<file path="config.mk">
export PLATFORM = sky130hd
export DESIGN_NAME = pea_out_ctx_seq
export DESIGN_NICKNAME = d
export VERILOG_FILES = /design/src/rtl/pea_out_ctx_seq.sv
export SDC_FILE = /design/constraint.sdc
export NUM_CORES = 1
export LEC_CHECK = 0
export BUFFER_PORTS_ARGS = -buffer_cell sky130_fd_sc_hd__clkbuf_2
export CAP_MARGIN = 20
export CORE_MARGIN = 2
export CORE_UTILIZATION = 50
export CTS_CLUSTER_DIAMETER = 200
export DETAILED_ROUTE_END_ITERATION = 10
export GPL_TIMING_DRIVEN = 0
export PLACE_DENSITY = 0.75
export SLEW_MARGIN = 0
export SYNTH_ARGS = -nofsm -noshare
export SYNTH_HDL_FRONTEND = slang
export SYNTH_SLANG_ARGS = --single-unit
</file>
<file path="constraint.sdc">
create_clock -name clk_i -period 3.2 [get_ports clk_i]
set_input_delay 0.16 -clock clk_i [delete_from_list [all_inputs] [get_ports clk_i]]
set_output_delay 0.16 -clock clk_i [all_outputs]
set_load 0.1 [all_outputs]
</file>
<file path="src/rtl/pea_out_ctx_seq.sv">
// Output-selector context sequencer: snapshots all contexts at start, then steps through them.
// Optional PEA_OUT_SEQ_LOOP_EN adds loop_i for endless wrap-around sequencing.

package pea_pkg;
    parameter int unsigned KMEM_SIZE = 4;
    parameter int unsigned N_OUT_PEA = 4;
endpackage

package xbar_pkg;
    parameter int unsigned LOG_M = 3;
endpackage

module pea_out_ctx_seq #(
    parameter int unsigned KMEM_SIZE = pea_pkg::KMEM_SIZE,
    parameter int unsigned N_OUT_PEA = pea_pkg::N_OUT_PEA,
    parameter int unsigned LOG_M     = xbar_pkg::LOG_M,
    parameter int unsigned CNT_W     = 16
) (
    input  logic                                  clk_i,
    input  logic                                  rst_n_i,
    input  logic [KMEM_SIZE*N_OUT_PEA*LOG_M-1:0]  reg_cfg_sel_out_pea_i,
    input  logic                                  start_i,
    input  logic                                  abort_i,
    input  logic [$clog2(KMEM_SIZE):0]            n_ctx_i,
    input  logic [CNT_W-1:0]                      ctx_len_i,
    input  logic                                  stall_i,
`ifdef PEA_OUT_SEQ_LOOP_EN
    input  logic                                  loop_i,
`endif
    output logic [N_OUT_PEA-1:0][LOG_M-1:0]       sel_output_o,
    output logic [$clog2(KMEM_SIZE)-1:0]          ctx_idx_o,
    output logic                                  busy_o,
    output logic                                  done_o
);

    localparam int unsigned IDX_W   = $clog2(KMEM_SIZE);
    localparam int unsigned NCTX_W  = IDX_W + 1;
    localparam int unsigned SLICE_W = N_OUT_PEA * LOG_M;
    localparam int unsigned CFG_W   = KMEM_SIZE * SLICE_W;

    typedef enum logic [1:0] {StIdle, StRun, StDone} state_e;

    state_e              state_q, state_d;
    logic [IDX_W-1:0]    idx_q, idx_d;
    logic [CNT_W-1:0]    cnt_q, cnt_d;
    logic [NCTX_W-1:0]   n_ctx_q, n_ctx_d;
    logic [CNT_W-1:0]    len_q, len_d;
    logic [CFG_W-1:0]    shadow_q, shadow_d;
`ifdef PEA_OUT_SEQ_LOOP_EN
    logic                loop_q, loop_d;
`endif

    always_ff @(posedge clk_i or negedge rst_n_i) begin
        if (!rst_n_i) begin
            state_q  <= StIdle;
            idx_q    <= '0;
            cnt_q    <= '0;
            n_ctx_q  <= '0;
            len_q    <= '0;
            shadow_q <= '0;
`ifdef PEA_OUT_SEQ_LOOP_EN
            loop_q   <= 1'b0;
`endif
        end else begin
            state_q  <= state_d;
            idx_q    <= idx_d;
            cnt_q    <= cnt_d;
            n_ctx_q  <= n_ctx_d;
            len_q    <= len_d;
            shadow_q <= shadow_d;
`ifdef PEA_OUT_SEQ_LOOP_EN
            loop_q   <= loop_d;
`endif
        end
    end

    always_comb begin
        state_d  = state_q;
        idx_d    = idx_q;
        cnt_d    = cnt_q;
        n_ctx_d  = n_ctx_q;
        len_d    = len_q;
        shadow_d = shadow_q;
`ifdef PEA_OUT_SEQ_LOOP_EN
        loop_d   = loop_q;
`endif
        // Abort outranks both start and context advance.
        if (abort_i) begin
            state_d = StIdle;
        end else begin
            case (state_q)
                StIdle: begin
                    if (start_i) begin
                        if (n_ctx_i == '0) begin
                            state_d = StDone;
                        end else begin
                            state_d  = StRun;
                            shadow_d = reg_cfg_sel_out_pea_i;
                            n_ctx_d  = (n_ctx_i > NCTX_W'(KMEM_SIZE)) ? NCTX_W'(KMEM_SIZE)
                                                                     : n_ctx_i;
                            len_d    = (ctx_len_i == '0) ? CNT_W'(1) : ctx_len_i;
                            idx_d    = '0;
                            cnt_d    = '0;
`ifdef PEA_OUT_SEQ_LOOP_EN
                            loop_d   = loop_i;
`endif
                        end
                    end
                end
                StRun: begin
                    if (!stall_i) begin
                        if (cnt_q == len_q - CNT_W'(1)) begin
                            cnt_d = '0;
                            if ({1'b0, idx_q} == n_ctx_q - NCTX_W'(1)) begin
`ifdef PEA_OUT_SEQ_LOOP_EN
                                if (loop_q) idx_d = '0;
                                else        state_d = StDone;
`else
                                state_d = StDone;
`endif
                            end else begin
                                idx_d = idx_q + IDX_W'(1);
                            end
                        end else begin
                            cnt_d = cnt_q + CNT_W'(1);
                        end
                    end
                end
                StDone:  state_d = StIdle;
                default: state_d = StIdle;
            endcase
        end
    end

    always_comb begin
        sel_output_o = '0;
        if (state_q == StRun) begin
            for (int c = 0; c < KMEM_SIZE; c++) begin
                if (idx_q == c[IDX_W-1:0]) begin
                    sel_output_o = shadow_q[c*SLICE_W +: SLICE_W];
                end
            end
        end
    end

    assign ctx_idx_o = idx_q;
    assign busy_o    = (state_q == StRun);
    assign done_o    = (state_q == StDone);

endmodule

</file>
# ---- After elaboration in Yosys (flattened, before gate mapping)
# Cells that the tools add are included.
dict set report classes {
  n_eq_ne 16
  div_mod_pow 0
  mux 25
  multipliers 0
  order_cmp 1
  n_shift 0
  n_addsub 4
  n_reduce_logical 9
  bitwise 2
}
# cell count
set ops {}
lappend ops {{$mux W16} 5}
lappend ops {{$mux W12} 5}
lappend ops {{$pmux W16 S2} 1}
lappend ops {{$mux W2} 11}
lappend ops {{$add A16 B1 Y16 const B} 1}
lappend ops {{$eq A16 B16 Y1} 1}
lappend ops {{$logic_not A16 Y1} 1}
lappend ops {{$sub A16 B1 Y16 const B} 1}
lappend ops {{$ne A2 B2 Y1 const B} 4}
lappend ops {{$pmux W2 S2} 2}
lappend ops {{$reduce_and A4 Y1} 2}
lappend ops {{$reduce_and A7 Y1} 1}
lappend ops {{$eq A2 B2 Y1 const B} 3}
lappend ops {{$ne A3 B2 Y1 const B} 2}
lappend ops {{$ne A3 B3 Y1 const B} 2}
lappend ops {{$reduce_and A5 Y1} 1}
lappend ops {{$eq A2 B1 Y1 const B} 2}
lappend ops {{$logic_not A2 Y1} 2}
lappend ops {{$eq A2 B3 Y1} 1}
lappend ops {{$gt A3 B3 Y1 const B} 1}
lappend ops {{$logic_not A3 Y1} 1}
lappend ops {{$mux W3} 1}
lappend ops {{$sub A3 B1 Y3 const B} 1}
lappend ops {{$add A2 B1 Y2 const B} 1}
lappend ops {{other kinds (3)} 4}
dict set report word_totals {
  mem_bits_rw 0
  romBits 0
  regBits 87
  word_cells 63
  output_inout_bits 16
  memories 0
  latchBits 0
  inputBits 72
}

# ---- Longest topological paths before layout
dict set report logic_depth {
  ltp_word 7
  ltp_mapped 11
  depth_no_buf 9
}

# ---- Least setup slack after synthesis
# Ideal clock, no wire load.
dict set report synth_path {
  path_type {register -> output}
  startpoint {reg idx_q[1], in the netlist ctx_idx_o[1]}
  endpoint {out sel_output_o[3] (netlist bit)}
  setup_slack_ns -0.449
  t_arrival_ns 3.489
  t_required_ns 3.040
  n_path_buf 1
  stages_incl_launch_ff 11
  cell_sequence {dfrtp_1 inv_1 ha_1 nor2b_1 clkbuf_1 a22oi_1 nor2_1 a21oi_1 nor2_1 a21oi_1 nor2_1}
}
# element line_no
set synth_lines {}
lappend synth_lines {{start: declaration} 44} ;# logic [IDX_W-1:0] idx_q, idx_d;
lappend synth_lines {{start signal: assignment} 66} ;# idx_q <= idx_d;
lappend synth_lines {{end: declaration} 30} ;# output logic [N_OUT_PEA-1:0][LOG_M-1:0] sel_output_o,

# ---- Worst setup path in the final report
dict set report layout_path {
  startpoint {reg len_q[3]}
  endpoint {reg idx_q[0], in the netlist ctx_idx_o[0]}
}
dict set report layout_via {
  elab_chain_cells 4
}
# element line_no
set layout_lines {}
lappend layout_lines {{start: declaration} 47} ;# logic [CNT_W-1:0] len_q, len_d;
lappend layout_lines {{start signal: assignment} 69} ;# len_q <= len_d;
lappend layout_lines {{$sub A16 B1 Y16} 112} ;# if (cnt_q == len_q - CNT_W'(1)) begin
lappend layout_lines {{$eq A16 B16 Y1} 112}
lappend layout_lines {{$ne A2 B1 Y1 (no source line)} n/a}
lappend layout_lines {{$reduce_and A7 Y1 (no source line)} n/a}
# No other way between the ends.
# A chain may end at the register's enable or synchronous reset.

==> flow_summary.ini <==
[outcome]
outcome = finished clean

[setup_path]
cp.required_ns = 3.48
path_buf_inv = 1
startpoint = len_q[3]
path_cells = or3_1 -> or3_1 -> a2111oi_4 -> nand4_1 -> or4_4 -> buf_6 -> or4_1 -> o211ai_1
cp_slowest_cell = or4_4
max_stage_delay_ns = 0.53
worst-setup-path-type = reg2reg
crit_family = simple AND/OR/NAND/NOR gates
rr_worst_depth = 8
critPathMaxFanout = 10
endpoint_kind = flip-flop
regToRegSetupSlack_ns = 0.03
critPathArrivalTime_ns = 3.45
cp-start-kind = flip-flop
r2r_start = len_q[3]
path_common_cell = or3_1
cp.depth = 8

[synth]
ys_seq_area_share_pct = 47.5
synth.area.mux_share_pct = 12.9
syn_avg_cell_area_um2 = 9.82
synth_xor_area_share_pct = 5.35
netlist_area_um2 = 4580
async_reset_ff_share_pct = 100
yosys.area_share.simple_pct = 19.0
synth_nets = 546
ys_seq_elements = 87
synth_flop_cell = dfrtp_1
synth_fa_ha_area_share_pct = 1.91
synthCells = 467
synth_top_family_by_area = simple AND/OR/NAND/NOR gates
synth_edf_count = 0
yosysUniqueCellTypes = 47
ys_warn_count = 0
synth-compound-area-share_pct = 9.91

[placement]
place_congestion = 0.868
dp_slack_ns = 0.0124
hpwl_um = 8280
port_buffers = 87
place_area_um2 = 5220

[floorplanning]
fp.dieW_um = 99.8
fp.dieH_um = 99.8
die-area_um2 = 9950
placementRows = 34
ios = 88
initial_utilization_pct = 52.1
core_area_um2 = 8810

[sta]
post-route-period-util_pct = 99.0
max_slew.worst_pin.slew_ns = 0.779
fmax_ghz = 0.316
setup_violations = 0
relSlewSlack_pct = 47.9
fin_crit_ns = 3.17
slew_violations = 0
hold_violations = 0
finClkSkew_ns = 0.00832
worst_slack_ns = 0.0321

[global_route]
track_usage_pct = 23.7
grt_overflow = 0
grt_pass1_vias = 4009
grt_first_pass_wirelength_um = 18500
grt_max_degree = 68
antenna_found_initial = 0

[clock_tree]
htreeDepth = 3
cts_root_buffer = clkbuf_8
clk_pin_slew_ns = 0.09
cts_tree = built
clock_latency_ns = 0.36
cts_buffer_depth = 2
cts_made_buffers = 9
clock_sinks = 87

[layout]
diodes = 0
fin_area_um2 = 5610
drive_gt1_share_pct = 31.5
layout.nets = 659
syn_to_final_growth_pct = 22.4
mostFrequentLayoutCells = clkbuf_2 (85), dfrtp_1 (85), nand2_1 (55), mux2_2 (50), nor2_1 (42)

[route]
drcViolationCount = 0
drt_iter0_markers = 161
wire_per_inst_um = 16.2
via_count = 3928
ant_nets = 0
wl_um = 11200
firstDrtPassIters = 5
viasPerCell = 5.67

[min_path]
hold_class = in2reg
hold_start = reg_cfg_sel_out_pea_i[39]
hold_depth = 3

[power]
p_per_area_nw_per_um2 = 877
peakVddDrop_v = 0.000629
power.leakage_uw = 0.00250

[job]
drv_cap = 0
cell usage after synthesis (2+ instances only):
cell type  number  area share [%]
a21oi_1        29             3.2
a22oi_1        11             1.8
a31oi_1         6            0.82
and2_1          2            0.27
and3_1          3            0.41
buf_1           2            0.16
clkbuf_1       18             1.5
dfrtp_1        87              47
ha_1            7             1.9
inv_1          17             1.4
mux2_2         50              12
mux2i_1         3            0.66
nand2_1        55             4.5
nand2b_1        4            0.55
nand3_1        15             1.6
nand3b_1        4            0.66
nand4_1         9             1.2
nand4b_1        2            0.38
nor2_1         54             4.4
nor2b_1         3            0.41
nor3_1          8            0.87
nor3b_1         2            0.33
nor4_1          6            0.82
o211ai_1        5            0.82
o21ai_0        10             1.1
o22ai_1         4            0.55
or3_1           2            0.27
or4_1           3            0.49
or4b_2          2            0.44
xnor2_1        15             2.9
xor2_1         13             2.5
kinds of logic (layout without fill, tap and decap cells):
group	Yosys count	count (layout)
xor+xnor	28	28
buf+inv	39	157
flops	87	87
fa+ha+maj	7	7
simple gates	180	180
mux	53	53
compound gates	73	73
final timing paths:
| kind | end |
|---|---|
| max in group asynchronous | len_q[3] |
| max reg2reg | ctx_idx_o[0] |
| min reg2reg | shadow_q[37] |
| max | ctx_idx_o[0] |
| min in group asynchronous | shadow_q[4] |
| min | shadow_q[39] |
timing repair:
| action | CTS | global route |
|---|---|---|
| endpoints found under the setup margin | 0 | 24 |
| gates resized for setup | 0 | 14 |
| hold endpoints to repair | 30 | 2 |
| setup buffers | 0 | 1 |
| hold buffers | 11 | 2 |
layer usage:
metal  up-vias  global-route usage, %  wire length (um)
met5         -                      0                 0
met4         0                   8.96               259
met3        19                   6.25               596
met2       126                   39.6              5630
met1      1915                   29.6              4740
li1       1868                      -                 -
worst min-delay path, stage by stage:
cell and delay [ns]:
clkbuf_2 0.08, nand2_1 0.04, nand2_1 0.05
power breakdown:
| group | switching [uW] | internal (uW) |
|---|---|---|
| sequential | 378 | 1530 |
| clock | 413 | 369 |
| combinational | 1400 | 832 |
sequential cells by signal, summed over array words and instances (netlist names):
register,cells
n_ctx_q,3
len_q,16
state_q,2
shadow_q,48
ctx_idx_o,2
cnt_q,16
stage by stage:
stage	TNS (ns)	utilization [%]	hold WS, ns	cells	total power (uW)
floorplan	0	-	-0.136	467	3520
global placement	0	58.9	0.354	662	3970
detailed placement	0	59.2	0.0982	663	4050
CTS	0	62.8	0.00381	690	4850
global route	-0.0427	63.7	0.000298	693	5260
finish	0	63.7	0.0177	693	4920
final cells by class:
type	count	area, um^2
buffer	22	95.1
clock buffer	9	124
clock inverter	7	77.6
fill	737	3200
inverter	17	63.8
multi-input combinational	341	2330
sequential	87	2180
tap	108	135
timing repair buffer	102	603
(Power assumes the default switching activity.)
